--- src/rtl/button_debouncer.sv ---
// Debounces one raw mechanical input using a periodic sample tick. It outputs a clean level plus one-cycle press/release events.
// Optional feature macro: DEBOUNCE_RELEASE_EVT_EN adds the btn_release port and its pulse.
module button_debouncer #(
  parameter int unsigned STABLE_SAMPLES = 4,
  parameter bit          ACTIVE_LOW     = 1'b0,
  localparam int unsigned CNT_W         = $clog2(STABLE_SAMPLES + 1)
) (
  input  logic             clk,
  input  logic             rst_a_p,
  input  logic             sample_tick,
  input  logic             btn_raw,
  output logic             btn_level,
  output logic             btn_press,
  output logic [CNT_W-1:0] stable_cnt
`ifdef DEBOUNCE_RELEASE_EVT_EN
  ,
  output logic             btn_release
`endif
);

  typedef enum logic [1:0] {
    IDLE_LOW  = 2'd0,
    WAIT_HIGH = 2'd1,
    HOLD_HIGH = 2'd2,
    WAIT_LOW  = 2'd3
  } state_t;

  localparam logic [CNT_W-1:0] CNT_ZERO = {CNT_W{1'b0}};
  localparam logic [CNT_W-1:0] CNT_ONE  = CNT_W'(1);
  localparam logic [CNT_W-1:0] CNT_LAST = CNT_W'(STABLE_SAMPLES - 1);
  localparam bit               SINGLE   = (STABLE_SAMPLES == 1);

  state_t state_r;
  logic   sync1_r;
  logic   sync2_r;

  // Polarity conversion ahead of a two-flop synchronizer; reset leaves it in the released level.
  always_ff @(posedge clk or posedge rst_a_p) begin
    if (rst_a_p) begin
      sync1_r <= 1'b0;
      sync2_r <= 1'b0;
    end else begin
      sync1_r <= btn_raw ^ ACTIVE_LOW;
      sync2_r <= sync1_r;
    end
  end

  // Debounce FSM: state, agreement count, committed level and press pulse all move only on a tick.
  always_ff @(posedge clk or posedge rst_a_p) begin
    if (rst_a_p) begin
      state_r    <= IDLE_LOW;
      stable_cnt <= CNT_ZERO;
      btn_level  <= 1'b0;
      btn_press  <= 1'b0;
    end else begin
      btn_press <= 1'b0;
      if (sample_tick) begin
        case (state_r)
          IDLE_LOW: begin
            if (sync2_r) begin
              if (SINGLE) begin
                state_r    <= HOLD_HIGH;
                stable_cnt <= CNT_ZERO;
                btn_level  <= 1'b1;
                btn_press  <= 1'b1;
              end else begin
                state_r    <= WAIT_HIGH;
                stable_cnt <= CNT_ONE;
              end
            end else begin
              stable_cnt <= CNT_ZERO;
            end
          end
          WAIT_HIGH: begin
            if (sync2_r) begin
              if (stable_cnt == CNT_LAST) begin
                state_r    <= HOLD_HIGH;
                stable_cnt <= CNT_ZERO;
                btn_level  <= 1'b1;
                btn_press  <= 1'b1;
              end else begin
                stable_cnt <= stable_cnt + CNT_ONE;
              end
            end else begin
              // Bounce aborts the candidate silently.
              state_r    <= IDLE_LOW;
              stable_cnt <= CNT_ZERO;
            end
          end
          HOLD_HIGH: begin
            if (!sync2_r) begin
              if (SINGLE) begin
                state_r    <= IDLE_LOW;
                stable_cnt <= CNT_ZERO;
                btn_level  <= 1'b0;
              end else begin
                state_r    <= WAIT_LOW;
                stable_cnt <= CNT_ONE;
              end
            end else begin
              stable_cnt <= CNT_ZERO;
            end
          end
          WAIT_LOW: begin
            if (!sync2_r) begin
              if (stable_cnt == CNT_LAST) begin
                state_r    <= IDLE_LOW;
                stable_cnt <= CNT_ZERO;
                btn_level  <= 1'b0;
              end else begin
                stable_cnt <= stable_cnt + CNT_ONE;
              end
            end else begin
              state_r    <= HOLD_HIGH;
              stable_cnt <= CNT_ZERO;
            end
          end
          default: begin
            state_r    <= IDLE_LOW;
            stable_cnt <= CNT_ZERO;
            btn_level  <= 1'b0;
          end
        endcase
      end
    end
  end

`ifdef DEBOUNCE_RELEASE_EVT_EN
  logic fall_commit_s;

  // A falling commit happens on exactly the tick that moves the FSM back to IDLE_LOW.
  assign fall_commit_s = sample_tick & ~sync2_r &
                         ((state_r == WAIT_LOW) ? (stable_cnt == CNT_LAST)
                                                : ((state_r == HOLD_HIGH) & SINGLE));

  // Release pulse register, aligned with the falling edge of btn_level.
  always_ff @(posedge clk or posedge rst_a_p) begin
    if (rst_a_p) begin
      btn_release <= 1'b0;
    end else begin
      btn_release <= fall_commit_s;
    end
  end
`else
  // Without the release event a falling commit only clears btn_level.
`endif

endmodule

--- config.mk ---
export PLATFORM = sky130hd
export DESIGN_NAME = button_debouncer
export DESIGN_NICKNAME = d
export VERILOG_FILES = /design/src/rtl/button_debouncer.sv
export SDC_FILE = /design/constraint.sdc
export NUM_CORES = 1
export LEC_CHECK = 0
export CAP_MARGIN = 20
export CORE_AREA = 3 3 40 42
export DETAILED_ROUTE_END_ITERATION = 12
export DIE_AREA = 0 0 43 45
export GPL_ROUTABILITY_DRIVEN = 1
export MAX_ROUTING_LAYER = met4
export SYNTH_ARGS = -nofsm -noshare
export SYNTH_HDL_FRONTEND = slang
export SYNTH_SLANG_ARGS = --single-unit
--- constraint.sdc ---
create_clock -name clk -period 2.6 [get_ports clk]
set_input_delay 0.78 -clock clk [delete_from_list [all_inputs] [get_ports clk]]
set_output_delay 0.78 -clock clk [all_outputs]
set_load 0.01 [all_outputs]
# [Yosys cells after proc, flatten, opt, wreduce, memory -nomap -nowiden]
# Cells that the tools add are included.
[word_totals] mem_bits_ro=0 elab_cells=45 regBits=9 inputBits=4 ramBits=0 latch_bits=0 output_inout_bits=5 mem_count=0
[classes] n_bitwise=0 magnitude_cmp=0 n_mux=22 mul=0 shift=0 add_sub_neg=1 reduce_logical=4 div=0 n_eq_ne=12
[ops] op="2-bit 2-to-1 mux" count=6
[ops] op="2-bit != test (second input constant)" count=6
[ops] op="3-bit case mux with 4 select lines" count=1
[ops] op="1-bit 2-to-1 mux" count=10
[ops] op="3-bit 2-to-1 mux" count=3
[ops] op="2-bit case mux with 4 select lines" count=1
[ops] op="3-bit != test (second input constant)" count=2
[ops] op="6-bit AND reduction" count=1
[ops] op="5-bit AND reduction" count=1
[ops] op="2-bit equality test (second input constant)" count=2
[ops] op="3-bit by 1-bit adder with 3-bit output (second input constant)" count=1
[ops] op="3-bit by 2-bit equality test with 1-bit output (second input constant)" count=1
[ops] op="2-bit by 1-bit equality test with 1-bit output (second input constant)" count=1
[ops] op="2-bit zero test" count=1
[ops] op="1-bit case mux with 2 select lines" count=1
[ops] op="2-bit nonzero test" count=1

# [Depth between registers and ports, before layout]
[logic_depth] ltp_word=5 ltp_mapped=4 ltp_nobuf=4

# [Worst setup path after synthesis]
# OpenSTA, ideal clock, no wires.
[synth_timing] path_kind="input to register" start="in sample_tick" end="reg btn_level" slack_ns=1.090 n_path_buf=1 setup_ns=0.134 required_time_ns=2.466 arrival_ns=1.377 stages=4 cell_sequence="clkbuf_1 > nand4b_1 > o21ai_0 > o211ai_1"
[synth_between] elab_chain_len=1
[synth_lines] element="start: declaration" line_no="10" rtl="input logic sample_tick,"
[synth_lines] element="6-bit AND reduction (no line)"
[synth_lines] element="end signal: assignment" line_no="53" rtl="btn_level <= 1'b0;"
[synth_lines] element="end signal: assignment" line_no="64" rtl="btn_level <= 1'b1;"
[synth_lines] element="end signal: assignment" line_no="79" rtl="btn_level <= 1'b1;"
[synth_lines] element="end: declaration" line_no="12" rtl="output logic btn_level,"
# Every way passes these cells.
# A chain may end at the register's enable or synchronous reset.

# [Worst setup path after layout]
[layout_timing] start="reg stable_cnt[0]" end="out stable_cnt[0]"
[layout_rtl] element="start: declaration" line_no="14" rtl="output logic [CNT_W-1:0] stable_cnt"
[layout_rtl] element="start signal: assignment" line_no="82" rtl="stable_cnt <= stable_cnt + CNT_ONE;"
[layout_rtl] element="start signal: assignment" line_no="111" rtl="stable_cnt <= stable_cnt + CNT_ONE;"
# No word-level cell between the ends.

==> key figures <==
Clock network
  • H-tree Lvls: 1
  • # hold bufs at CTS: 0
  • CTS Sinks: 9
  • Cell at the root of the clock tree: clkbuf_4
  • CTS resizes: 0
  • Inserted Clock Buffers: 3
  • Skew-Pair Late Insertion Delay: 250 ps
  • Post-CTS Setup Inserts: 0
  • CTS tree: done
  • Clk slew on worst S/H paths: ~60 ps
  • Bufs on Longest Clock Path: 2

Worst setup path
  • Worst path cell trace: clkdlybuf4s50_1
  • CP Launch Point: stable_cnt[0]$_DFFE_PP0P_
  • Critical path data required time: roughly 1800 ps
  • Max Fanout on Critical Path: 4
  • CP Launch Type: flop
  • R2r setup slk: 1200 ps
  • WP buf/inv: 1
  • Worst setup path category: flop to output port
  • Element type at the critical path end: output port
  • CP top delay family: buffers and inverters
  • CP Data Arrival Time: 1180 ps
  • Critical Path Max Stage Delay: 550 ps
  • Slowest-stage cell, CP: clkdlybuf4s50_1
  • Reg-to-Reg Start: stable_cnt[0]$_DFFE_PP0P_

Synthesis
  • Avg Inst Size Synth: 11.7 µm²
  • Cell Area, Synth: 387 µm²
  • Yosys reg bits: 9
  • Synth Flop Type: dfrtp_1
  • Post-synthesis sequential area ratio: between 50% and 60%
  • Library cells used by synthesis: 18
  • YS warnings: 0
  • Post-synth top area cell: dfrtp_1
  • Post-Syn Instances: 33
  • Syn Nets: 38
  • Synth top area share: 58.3%
  • EDFF count, synth: 0
  • Async S/R FF share, synth: 100%
  • Synth area leaders: dfrtp_1, o32ai_2, a21boi_0

Route
  • Wirelength per Cell: 11.2 µm
  • Drt pass-1 iters: 1
  • Vias: 268
  • Vias per Instance: 4.54
  • Drt drc: 0
  • Initial DRC Count: 0
  • Final wirelength: 658 µm
  • Routed Antenna Nets: 0

Global routing
  • Vias in the first global route: 271
  • GR Overflow Total: 0
  • Largest net degree at the start of global routing: 10
  • Initial antenna violation count: 0
  • First-pass GRT wire length: ~1200 µm
  • Total GRT Usage: 8.78%

Floorplanning
  • Core area: 1280 µm²
  • I/O pins: 9
  • Die W: 43 µm
  • Die Height: around 45 µm
  • Die area: 1940 µm²
  • Starting Density: 30.1%
  • Row count: 13

STA
  • Period utilization: about three quarters
  • Measured slew at the worst slew-check pin: roughly 320 ps
  • Post-route setup TNS: 0 ps
  • Final slew viol count: 0
  • Worst hold slack: ~360 ps
  • Fin. Hold Viols: 0
  • Skew final: between 1.5 and 2 ps
  • Rel. slew slack: 78.4%
  • RSZ-0062 raised after global routing: no
  • Min cycle time layout: 1960 ps
  • Final Setup Violations: 0
  • Worst setup margin: 637 ps
  • Max Clock Freq: 509 MHz

Hold path
  • Source of the worst hold timing path: sync1_r$_DFF_PP0_
  • Hold Path Class: flop to flop

Cells and area
  • ANT cells: 0
  • Total Nets Final: 50
  • Area grow syn2layout: 31.4%
  • Core Util, Final: 39.5%
  • Share of layout cells above drive strength 1: 13.6%
  • Fillers: 124

Power
  • P_leak: 0.225 nW
  • Peak supply drop: 292 µV
  • Pwr/cell area: roughly 800 nW/µm²

Place
  • Post-place setup slack: approximately 600 ps
  • Placer Congestion: between 0.6 and 0.7
  • Post-detail-place hpwl: 548 µm
  • # port buffers: 8

Outcome
  • Status: finished clean

Job
  • Max cap viols: 0
==> synthesized netlist by cell type (2+ instances only) <==
| cell type | n |
|---|---|
| inv_1 | 2 |
| a21boi_0 | 2 |
| nand2_1 | 4 |
| o21ai_0 | 2 |
| dfrtp_1 | 9 |
| nor2b_1 | 2 |
==> logic make-up after synthesis <==
kind of cell	after synthesis	share of synthesized area (%)
adder cells (fa/ha/maj)	1	3.24
AO/OA/AOI/OAI	7	14.9
XOR/XNOR	1	2.27
buffers and inverters	3	2.91
AND/OR/NAND/NOR	11	15.5
flip-flops	9	58.3
multiplexers	1	2.91
==> power breakdown <==
group          leakage (nW)  internal (mW)  total (mW)  switching [mW]
registers             0.111          0.164       0.191          0.0274
logic                0.0984         0.0605       0.110          0.0491
clock network        0.0150         0.0587       0.101          0.0426
==> per-stage QoR <==
| step | cell area (µm²) | cells | total power [mW] |
|---|---|---|---|
| finish | 508 | 59 | 0.402 |
| global route | 508 | 59 | 0.432 |
| CTS | 508 | 59 | 0.411 |
| detailed placement | 482 | 55 | 0.306 |
| global placement | 482 | 55 | 0.296 |
| floorplan | 387 | 33 | 0.258 |
==> layer usage <==
layer  global-route usage [%]  share of wire (%)
met5                        -                  0
met4                     7.23                  0
met3                     2.39                4.1
met2                     13.5                 49
met1                     9.52                 47
==> area by class of cell <==
type / count / area [µm²] / area share, %
inverter: 2 / 7.51 / 1.48
timing repair buffer: 8 / 80.1 / 15.8
clock buffer: 4 / 26.3 / 5.17
multi-input combinational: 21 / 150 / 29.6
tap: 15 / 18.8 / 3.69
sequential: 9 / 225 / 44.3
==> final timing paths <==
path	endpoint	cells after the start
max	stable_cnt[0]	1
min	sync2_r$_DFF_PP0_	0
max reg2reg	state_r[0]$_DFFE_PP0P_	4
min reg2reg	sync2_r$_DFF_PP0_	0
max in group asynchronous	stable_cnt[0]$_DFFE_PP0P_	2
min in group asynchronous	state_r[0]$_DFFE_PP0P_	2
==> layout by cell type (no fill, tap or decap) <==
cell,n
clkdlybuf4s50_1,8
nand4_1,1
dfrtp_1,9
ha_1,1
o21ai_0,2
nor2b_1,2
xor2_1,1
nand2b_1,1
o32ai_2,1
mux2_2,1
nor2_1,1
nand4b_1,1
o211ai_1,1
a21boi_0,2
nand3b_1,1
clkbuf_4,3
nand2_1,4
clkbuf_1,1
inv_1,2
a31o_2,1
(Power assumes the default switching activity.)
